## config.mk

```make
export PLATFORM = sky130hd
export DESIGN_NAME = muldiv_unit
export DESIGN_NICKNAME = d
export VERILOG_FILES = /design/src/rtl/muldiv_unit_pkg.sv /design/src/rtl/muldiv_unit.sv
export SDC_FILE = /design/constraint.sdc
export NUM_CORES = 1
export LEC_CHECK = 0
export ABC_AREA = 1
export BUFFER_PORTS_ARGS = -buffer_cell sky130_fd_sc_hd__clkbuf_2
export CELL_PAD_IN_SITES_DETAIL_PLACEMENT = 1
export CELL_PAD_IN_SITES_GLOBAL_PLACEMENT = 2
export CORE_ASPECT_RATIO = 0.9
export CORE_MARGIN = 2
export CORE_UTILIZATION = 35
export DETAILED_ROUTE_END_ITERATION = 16
export PLACE_DENSITY = 0.95
export SLEW_MARGIN = 20
export SYNTH_ARGS = -nofsm -noshare
export SYNTH_HDL_FRONTEND = slang
export SYNTH_SLANG_ARGS = --single-unit
```

## constraint.sdc

```tcl
create_clock -name clk -period 8.1 [get_ports clk]
set_input_delay 0 -clock clk [delete_from_list [all_inputs] [get_ports clk]]
set_output_delay 0 -clock clk [all_outputs]
set_load 0.03 [all_outputs]
```

## src/rtl/muldiv_unit_pkg.sv

```systemverilog
// Shared definitions for the iterative RV32M multiply/divide unit:
// the MDOp encoding and the per-operation signedness helpers.
package muldiv_unit_pkg;

  typedef enum logic [2:0] {
    MD_MUL    = 3'd0,
    MD_MULH   = 3'd1,
    MD_MULHSU = 3'd2,
    MD_MULHU  = 3'd3,
    MD_DIV    = 3'd4,
    MD_DIVU   = 3'd5,
    MD_REM    = 3'd6,
    MD_REMU   = 3'd7
  } md_op_e;

  function automatic logic op_is_div(input md_op_e op);
    return op inside {MD_DIV, MD_DIVU, MD_REM, MD_REMU};
  endfunction

  // Quotient-producing division ops (as opposed to remainder ops).
  function automatic logic op_is_quot(input md_op_e op);
    return op inside {MD_DIV, MD_DIVU};
  endfunction

  function automatic logic op_a_signed(input md_op_e op);
    return op inside {MD_MULH, MD_MULHSU, MD_DIV, MD_REM};
  endfunction

  // MULHSU treats rs2 as unsigned, so it is absent here.
  function automatic logic op_b_signed(input md_op_e op);
    return op inside {MD_MULH, MD_DIV, MD_REM};
  endfunction

endpackage

```

## src/rtl/muldiv_unit.sv

```systemverilog
// Iterative radix-2 multiply/divide unit: magnitudes are processed for WIDTH
// cycles in one 2*WIDTH accumulator, then sign-corrected in a final FIX cycle.
module muldiv_unit
  import muldiv_unit_pkg::*;
#(
  parameter int WIDTH = 32
) (
  input  logic             clk,
  input  logic             rstn,
  input  logic             start,
  input  logic [2:0]       MDOp,
  input  logic [WIDTH-1:0] A,
  input  logic [WIDTH-1:0] B,
  input  logic             flush,
  output logic             busy,
  output logic             done,
  output logic [WIDTH-1:0] C
);

  localparam int CW = $clog2(WIDTH);

  typedef enum logic [1:0] {S_IDLE, S_RUN, S_FIX} state_e;

  state_e             state, state_next;
  md_op_e             op;
  logic               neg_a, neg_b;
  logic [CW-1:0]      count;
  logic [2*WIDTH-1:0] acc;
  logic [WIDTH-1:0]   opb;

  md_op_e             op_in;
  logic               sa_in, sb_in;
  logic [WIDTH-1:0]   mag_a, mag_b;
  logic               div_zero, div_ovf, fast;
  logic [WIDTH-1:0]   fast_result;
  logic               accept, fast_hit;

  // Operand decode at acceptance time.
  assign op_in    = md_op_e'(MDOp);
  assign sa_in    = op_a_signed(op_in) & A[WIDTH-1];
  assign sb_in    = op_b_signed(op_in) & B[WIDTH-1];
  assign mag_a    = sa_in ? -A : A;
  assign mag_b    = sb_in ? -B : B;
  assign div_zero = (B == '0);
  assign div_ovf  = (op_in inside {MD_DIV, MD_REM}) &&
                    (A == {1'b1, {(WIDTH-1){1'b0}}}) && (B == '1);
  assign fast     = op_is_div(op_in) && (div_zero || div_ovf);

  always_comb begin
    if (div_zero) fast_result = op_is_quot(op_in) ? '1 : A;
    else          fast_result = op_is_quot(op_in) ? A  : '0;
  end

  // One multiply step: conditional add of the multiplicand, then shift right.
  logic [WIDTH:0]     mul_sum;
  logic [2*WIDTH-1:0] mul_next;
  assign mul_sum  = {1'b0, acc[2*WIDTH-1:WIDTH]} + (acc[0] ? {1'b0, opb} : '0);
  assign mul_next = {mul_sum, acc[WIDTH-1:1]};

  // One restoring divide step on {remainder, quotient}.
  logic [WIDTH:0]     rem_sh;
  logic               rem_ge;
  logic [WIDTH-1:0]   rem_diff;
  logic [2*WIDTH-1:0] div_next;
  assign rem_sh   = acc[2*WIDTH-1:WIDTH-1];
  assign rem_ge   = (rem_sh >= {1'b0, opb});
  assign rem_diff = rem_sh[WIDTH-1:0] - opb;
  assign div_next = rem_ge ? {rem_diff, acc[WIDTH-2:0], 1'b1}
                           : {rem_sh[WIDTH-1:0], acc[WIDTH-2:0], 1'b0};

  // Sign correction and result select for the FIX cycle.
  logic [2*WIDTH-1:0] prod_s;
  logic [WIDTH-1:0]   quo_s, rem_s, fix_result;
  assign prod_s = (neg_a ^ neg_b) ? -acc : acc;
  assign quo_s  = (neg_a ^ neg_b) ? -acc[WIDTH-1:0] : acc[WIDTH-1:0];
  assign rem_s  = neg_a ? -acc[2*WIDTH-1:WIDTH] : acc[2*WIDTH-1:WIDTH];

  always_comb begin
    unique case (op)
      MD_MUL:                    fix_result = prod_s[WIDTH-1:0];
      MD_MULH, MD_MULHSU,
      MD_MULHU:                  fix_result = prod_s[2*WIDTH-1:WIDTH];
      MD_DIV, MD_DIVU:           fix_result = quo_s;
      default:                   fix_result = rem_s;
    endcase
  end

  // NOTE: every output of this block gets a default first so no path leaves
  // a variable unassigned, which would otherwise infer a latch.
  always_comb begin
    state_next = state;
    accept     = 1'b0;
    fast_hit   = 1'b0;
    unique case (state)
      S_IDLE: begin
        if (start && !flush) begin
          if (fast) fast_hit = 1'b1;
          else begin
            accept     = 1'b1;
            state_next = S_RUN;
          end
        end
      end
      S_RUN: begin
        if (flush)                            state_next = S_IDLE;
        else if (count == CW'(WIDTH - 1))     state_next = S_FIX;
      end
      S_FIX:   state_next = S_IDLE;
      default: state_next = S_IDLE;
    endcase
  end

  // NOTE: sequential state uses non-blocking assignments so every register
  // samples pre-edge values regardless of statement order. All registers,
  // datapath included, are cleared by reset so an aborted operation leaves
  // no residue.
  always_ff @(posedge clk) begin
    if (!rstn) begin
      state <= S_IDLE;
      busy  <= 1'b0;
      done  <= 1'b0;
      C     <= '0;
      op    <= MD_MUL;
      neg_a <= 1'b0;
      neg_b <= 1'b0;
      count <= '0;
      acc   <= '0;
      opb   <= '0;
    end else begin
      state <= state_next;
      busy  <= (state_next != S_IDLE);
      done  <= fast_hit || (state == S_FIX && !flush);

      if (accept) begin
        op    <= op_in;
        neg_a <= sa_in;
        neg_b <= sb_in;
        count <= '0;
        // Divide: {0, dividend}, divisor in opb. Multiply: {0, multiplier},
        // multiplicand in opb.
        acc   <= op_is_div(op_in) ? {{WIDTH{1'b0}}, mag_a} : {{WIDTH{1'b0}}, mag_b};
        opb   <= op_is_div(op_in) ? mag_b : mag_a;
      end else if (state == S_RUN && !flush) begin
        acc   <= op_is_div(op) ? div_next : mul_next;
        count <= count + 1'b1;
      end

      if (fast_hit)                     C <= fast_result;
      else if (state == S_FIX && !flush) C <= fix_result;
    end
  end

endmodule

```

Word level (Yosys, flattened, before mapping)
Index checks and enable logic that the tools add are counted.
- register bits after elaboration: 142
- bits of input ports: 71
- output and inout bits: 34
- bitwise gates (word level): 4
- reduce and logical (&&, ||, !) cells: 24
- add/sub/neg operators: 8
- multiplexer cells: 29
- equal/unequal tests: 18
- magnitude comparators: 1
- operator list (kind ; number):
    $mux 32 ; 12
    $mux 64 ; 5
    $neg 32->32 ; 4
    $pmux 32 s3 ; 1
    $eq 32x32->1 const B ; 2
    $neg 64->64 ; 1
    $add 32x32->33 ; 1
    $ge 33x32->1 ; 1
    $logic_not 32->1 ; 1
    $sub 32x32->32 ; 1
    $eq 3x3->1 const B ; 8
    $reduce_bool 4->1 ; 3
    $reduce_bool 2->1 ; 5
    $eq 3x2->1 const B ; 3
    $mux 2 ; 4
    $eq 3x1->1 const B ; 2
    $logic_and 1x1->1 ; 6
    $mux 1 ; 6
    $add 5x1->5 const B ; 1
    $eq 5x5->1 const B ; 1
    $pmux 2 s2 ; 1
    $reduce_or 2->1 ; 2
    $logic_not 3->1 ; 1
    $reduce_bool 3->1 ; 1
    other kinds (9) ; 11

Depth between registers and ports, before layout
- depth in word-level cells: 10
- gate-level depth with buffers: 20
- mapped depth without buffers: 18

Worst setup path before layout
OpenSTA, ideal clock, no wires.
- path type: register to register
- start: reg acc[0]
- end: reg acc[63]
- data required time: 8.029 ns
- setup slack: 5.350 ns
- period minus slack after synthesis: 2.750 ns
- setup time: 0.071 ns
- stages on the path, launching flop included: 21
- arrival time: 2.679 ns
- path through: dfxtp_1 > clkbuf_1 > clkbuf_1 > nand2_1 > inv_1 > ha_1 > inv_1 > fa_1 > o21ai_0 > nand2_1 > nand2_1 > nand2_1 > nand2_1 > nand2_1 > nand2_1 > nand2_1 > nand2_1 > nand2_1 > inv_1 > nand2_1 > a21oi_1
- cells in the longest elaborated chain, start to end: 5
- ends and longest elaborated chain (item ; RTL line ; RTL):
    start: declaration ; muldiv_unit.sv:28 ; logic [2*WIDTH-1:0] acc;
    start signal: assignment ; muldiv_unit.sv:141 ; acc <= op_is_div(op_in) ? {{WIDTH{1'b0}}, mag_a} : {{WIDTH{1'b0}}, mag_b};
    start signal: assignment ; muldiv_unit.sv:144 ; acc <= op_is_div(op) ? div_next : mul_next;
    $mux 32 ; muldiv_unit.sv:57 ; assign mul_sum = {1'b0, acc[2*WIDTH-1:WIDTH]} + (acc[0] ? {1'b0, opb} : '0);
    $add 32x32->33 ; muldiv_unit.sv:57 ;
    $mux 64 ; muldiv_unit.sv:144 ;
    $mux 64 ; muldiv_unit.sv:143 ; end else if (state == S_RUN && !flush) begin
    $mux 64 ; muldiv_unit.sv:134 ; if (accept) begin
No other way between the ends. The select of a mux whose other input is x is not followed.
A chain may end at the register's enable or synchronous reset.

Worst setup path after layout
- start: reg acc[50]
- end: reg acc[54]
- cells in the longest elaborated chain, start to end: 5
- elaborated cells on any way between the ends: 7
- those cells by class: 2 x add/sub; 1 x order compare; 4 x mux
- ends and longest elaborated chain (item ; RTL line ; RTL):
    $sub 32x32->32 / $ge 33x32->1 (equally long branches) ; muldiv_unit.sv:67, muldiv_unit.sv:66 ;
    $mux 64 ; muldiv_unit.sv:68 ; assign div_next = rem_ge ? {rem_diff, acc[WIDTH-2:0], 1'b1}
    $mux 64 * ; muldiv_unit.sv:144 ;
    $mux 64 * ; muldiv_unit.sv:143 ;
    $mux 64 * ; muldiv_unit.sv:134 ;
Every way passes the cells marked *; elsewhere a longest branch is shown, timed or not. The select of a mux whose other input is x is not followed.

==> reports/metrics.csv <==
metric,value,unit
cp_slowest_cell,dfxtp_1,
synth_area,0.0181,sq mm
rsz0062_at_grt,no,
htree_levels,4,
vdd_drop_max,168,uV
grt_max_degree,91,
slew-limit-headroom,31.7,%
setup_viol,0,
wl_per_cell,22.1,microns
seqCellArea,0.00285,sq mm
syn2layout_area_growth,9.36,%
cp_common_cell,nand2_1,
crit_buf_inv,1,
num_rows,78,
fp.coreArea,0.0507,sq mm
cp.arrival,4190,ps
slew_viol_final,0,
synth_fp_nets,3570,
track_usage,33.7,%
synth_edf_count,0,
ios,105,
critPathTopFamily,simple AND/OR/NAND/NOR gates,
viasPerCell,5.60,
final_cell_mix,"nand2_1, inv_1, nor2_1",
ys_warn_count,0,
period_minus_slack,3840,ps
critPathLaunchType,register,
finalHoldViolCount,0,
power.share.switching,44.0,%
drtIter0Drc,2423,
power.density,127,mW/mm^2
post-route-period-util,47.4,%
nets,3609,
grt_pass1_wl,136000,microns
cts_setup_buffers,0,
clockPowerShare,32.2,%
critical_path_class,reg -> reg,
cp_data_required_time,8440,ps
r2r_slack,4260,ps
syn-instance-count,3426,
drt_wl_total,91800,microns
synth_cell_type_count,50,
antenna_found_initial,1,
die_h,220,microns
synth.avg_cell_area,5.28,sq um
p_comb_share,37.2,%
endpoint_kind,register,
outcome,"complete, no violations",
worstMarginPinSlew,1020,ps
vias,23300,
cts_root_buf,clkbuf_16,
hold_depth,5,
post_cts_resize_count,0,
max_cap_violations,0,
clockBufferDepth,2,
dpl.hpwl,74800,microns
overflow,0,
hold_buffers,7,
cts_sinks,142,
hp-start,B[23],
finalSetupTns,0,ps
io_buffer_count,104,
seqPwrFrac,30.5,%
fill_cells,7335,
p_leak,0.0103,uW
die_area,0.0535,sq mm
start_util,35.6,%
total_power,2510,uW
hp-class,in -> reg,
drc,0,
fmaxAchievable,260,MHz
gp_congestion,1.01,
synth-seq-area-share,15.7,%
path_max_fanout,45,
numCtsBuffers,17,
cpPeakStageDelay,790,ps
synth-async-reset-ratio,0,%
insertion_delay,500,ps
ys_ff_latch,142,
timing.rr.start,acc[50],
final_common_cell,nand2_1,
multiInputGateArea,0.0130,sq mm
switching_power,1110,uW
ys.flop_type,dfxtp_1,
reg2reg_to,acc[54],
grt_pass1_vias,22100,
cts_tree,done,
clkTransAtPathRegs,70,ps
drive_gt1_share,6.33,%
die_x,244,microns
route.antenna.remaining_nets,0,
power.internal,1410,uW
rr_worst_depth,12,
crit_chain,"ha_1, nand2_1, nor2_1, nand2_1, nor4_1, nand2_1, nand2_2, inv_1, nand2_1, nand3_1, nand2_1, a21oi_1",
skew,12.6,ps
dr.pass1.iters,6,
worstHoldEndpoint,opb[23],
==> layer usage <==
layer	share of wire (%)	global-route usage [%]	vias to the layer above
li1	-	-	11000
met1	46	48.3	11200
met3	9.7	7.31	122
met5	0	0	-
met2	41	49.6	1000
met4	2.9	11.0	0
==> area by class of cell <==
class / count / area share, %
antenna: 1 / 0.0127
clock buffer: 22 / 2.50
clock inverter: 10 / 0.392
inverter: 459 / 8.72
multi-input combinational: 2712 / 65.8
sequential: 142 / 14.4
tap: 680 / 4.30
timing repair buffer: 133 / 3.89
==> cells in the mapped netlist, drive strengths merged (6+ instances only) <==
cell | count | share of area [%]
nand2 | 1206 | 25
inv | 454 | 9.4
nor2 | 413 | 8.9
nand3 | 335 | 9.5
o21ai | 205 | 5.7
a21oi | 170 | 4.9
dfxtp | 142 | 16
clkbuf | 76 | 1.6
xor2 | 75 | 3.6
ha | 71 | 4.9
nand4 | 49 | 1.7
nor3 | 39 | 1.1
buf | 37 | 1.3
o211ai | 36 | 1.5
o22ai | 22 | 0.76
nand3b | 19 | 0.79
o21bai | 12 | 0.50
or2 | 9 | 0.31
a211oi | 6 | 0.25
nor4 | 6 | 0.21
xnor2 | 6 | 0.29
==> cells by family after synthesis <==
logic type               Yosys count  share of synthesized area [%]
AND/OR/NAND/NOR                 2083                           48.2
buffers and inverters            572                           12.4
AO/OA/AOI/OAI                    467                           14.2
flip-flops                       142                           15.7
XOR/XNOR                          81                           3.92
adder cells (fa/ha/maj)           76                           5.30
multiplexers                       5                          0.277
==> through the flow <==
step / instance area [sq um] / setup slack (ps) / utilization, % / hold slack (ps) / instances
3_3_place_gp: 19100 / 4080 / 37.6 / 387 / 4118
6_report: 19800 / 4260 / 38.9 / 33.6 / 4159
5_1_grt: 19800 / 4080 / 38.9 / 78.6 / 4158
2_1_floorplan: 18100 / 5350 / - / 189 / 3426
4_1_cts: 19800 / 4450 / 38.9 / 28.4 / 4158
3_5_place_dp: 19100 / 4420 / 37.7 / 391 / 4119
==> power groups by stage <==
stage	Clock, uW	Sequential [uW]	Combinational, uW
global placement	0	780	886
detailed placement	0	779	900
floorplan	0	759	600
CTS	810	763	908
finish	810	768	935
global route	839	768	1020
==> state kept, by name, summed over array words and instances (netlist names) <==
| signal | count |
|---|---|
| acc | 64 |
| C | 32 |
| opb | 32 |
| count | 5 |
| op | 3 |
| state | 2 |
| busy | 1 |
| done | 1 |
| neg_a | 1 |
| neg_b | 1 |
==> how the worst max path moves through the flow <==
stage                        from      end  depth (start not counted)
final                     acc[50]  acc[54]                         12
after global routing      acc[59]  acc[54]                         12
after CTS                 acc[50]  acc[54]                         12
after detailed placement  MDOp[2]  opb[14]                         15
after global placement     acc[0]  acc[63]                         18
after floorplan            acc[0]  acc[63]                         20
==> worst min-delay path, delay by kind of cell <==
family	cells	cell delay (ps)
simple gates	3	230
buf+inv	1	140
compound gates	1	110
(Power assumes the default switching activity.)
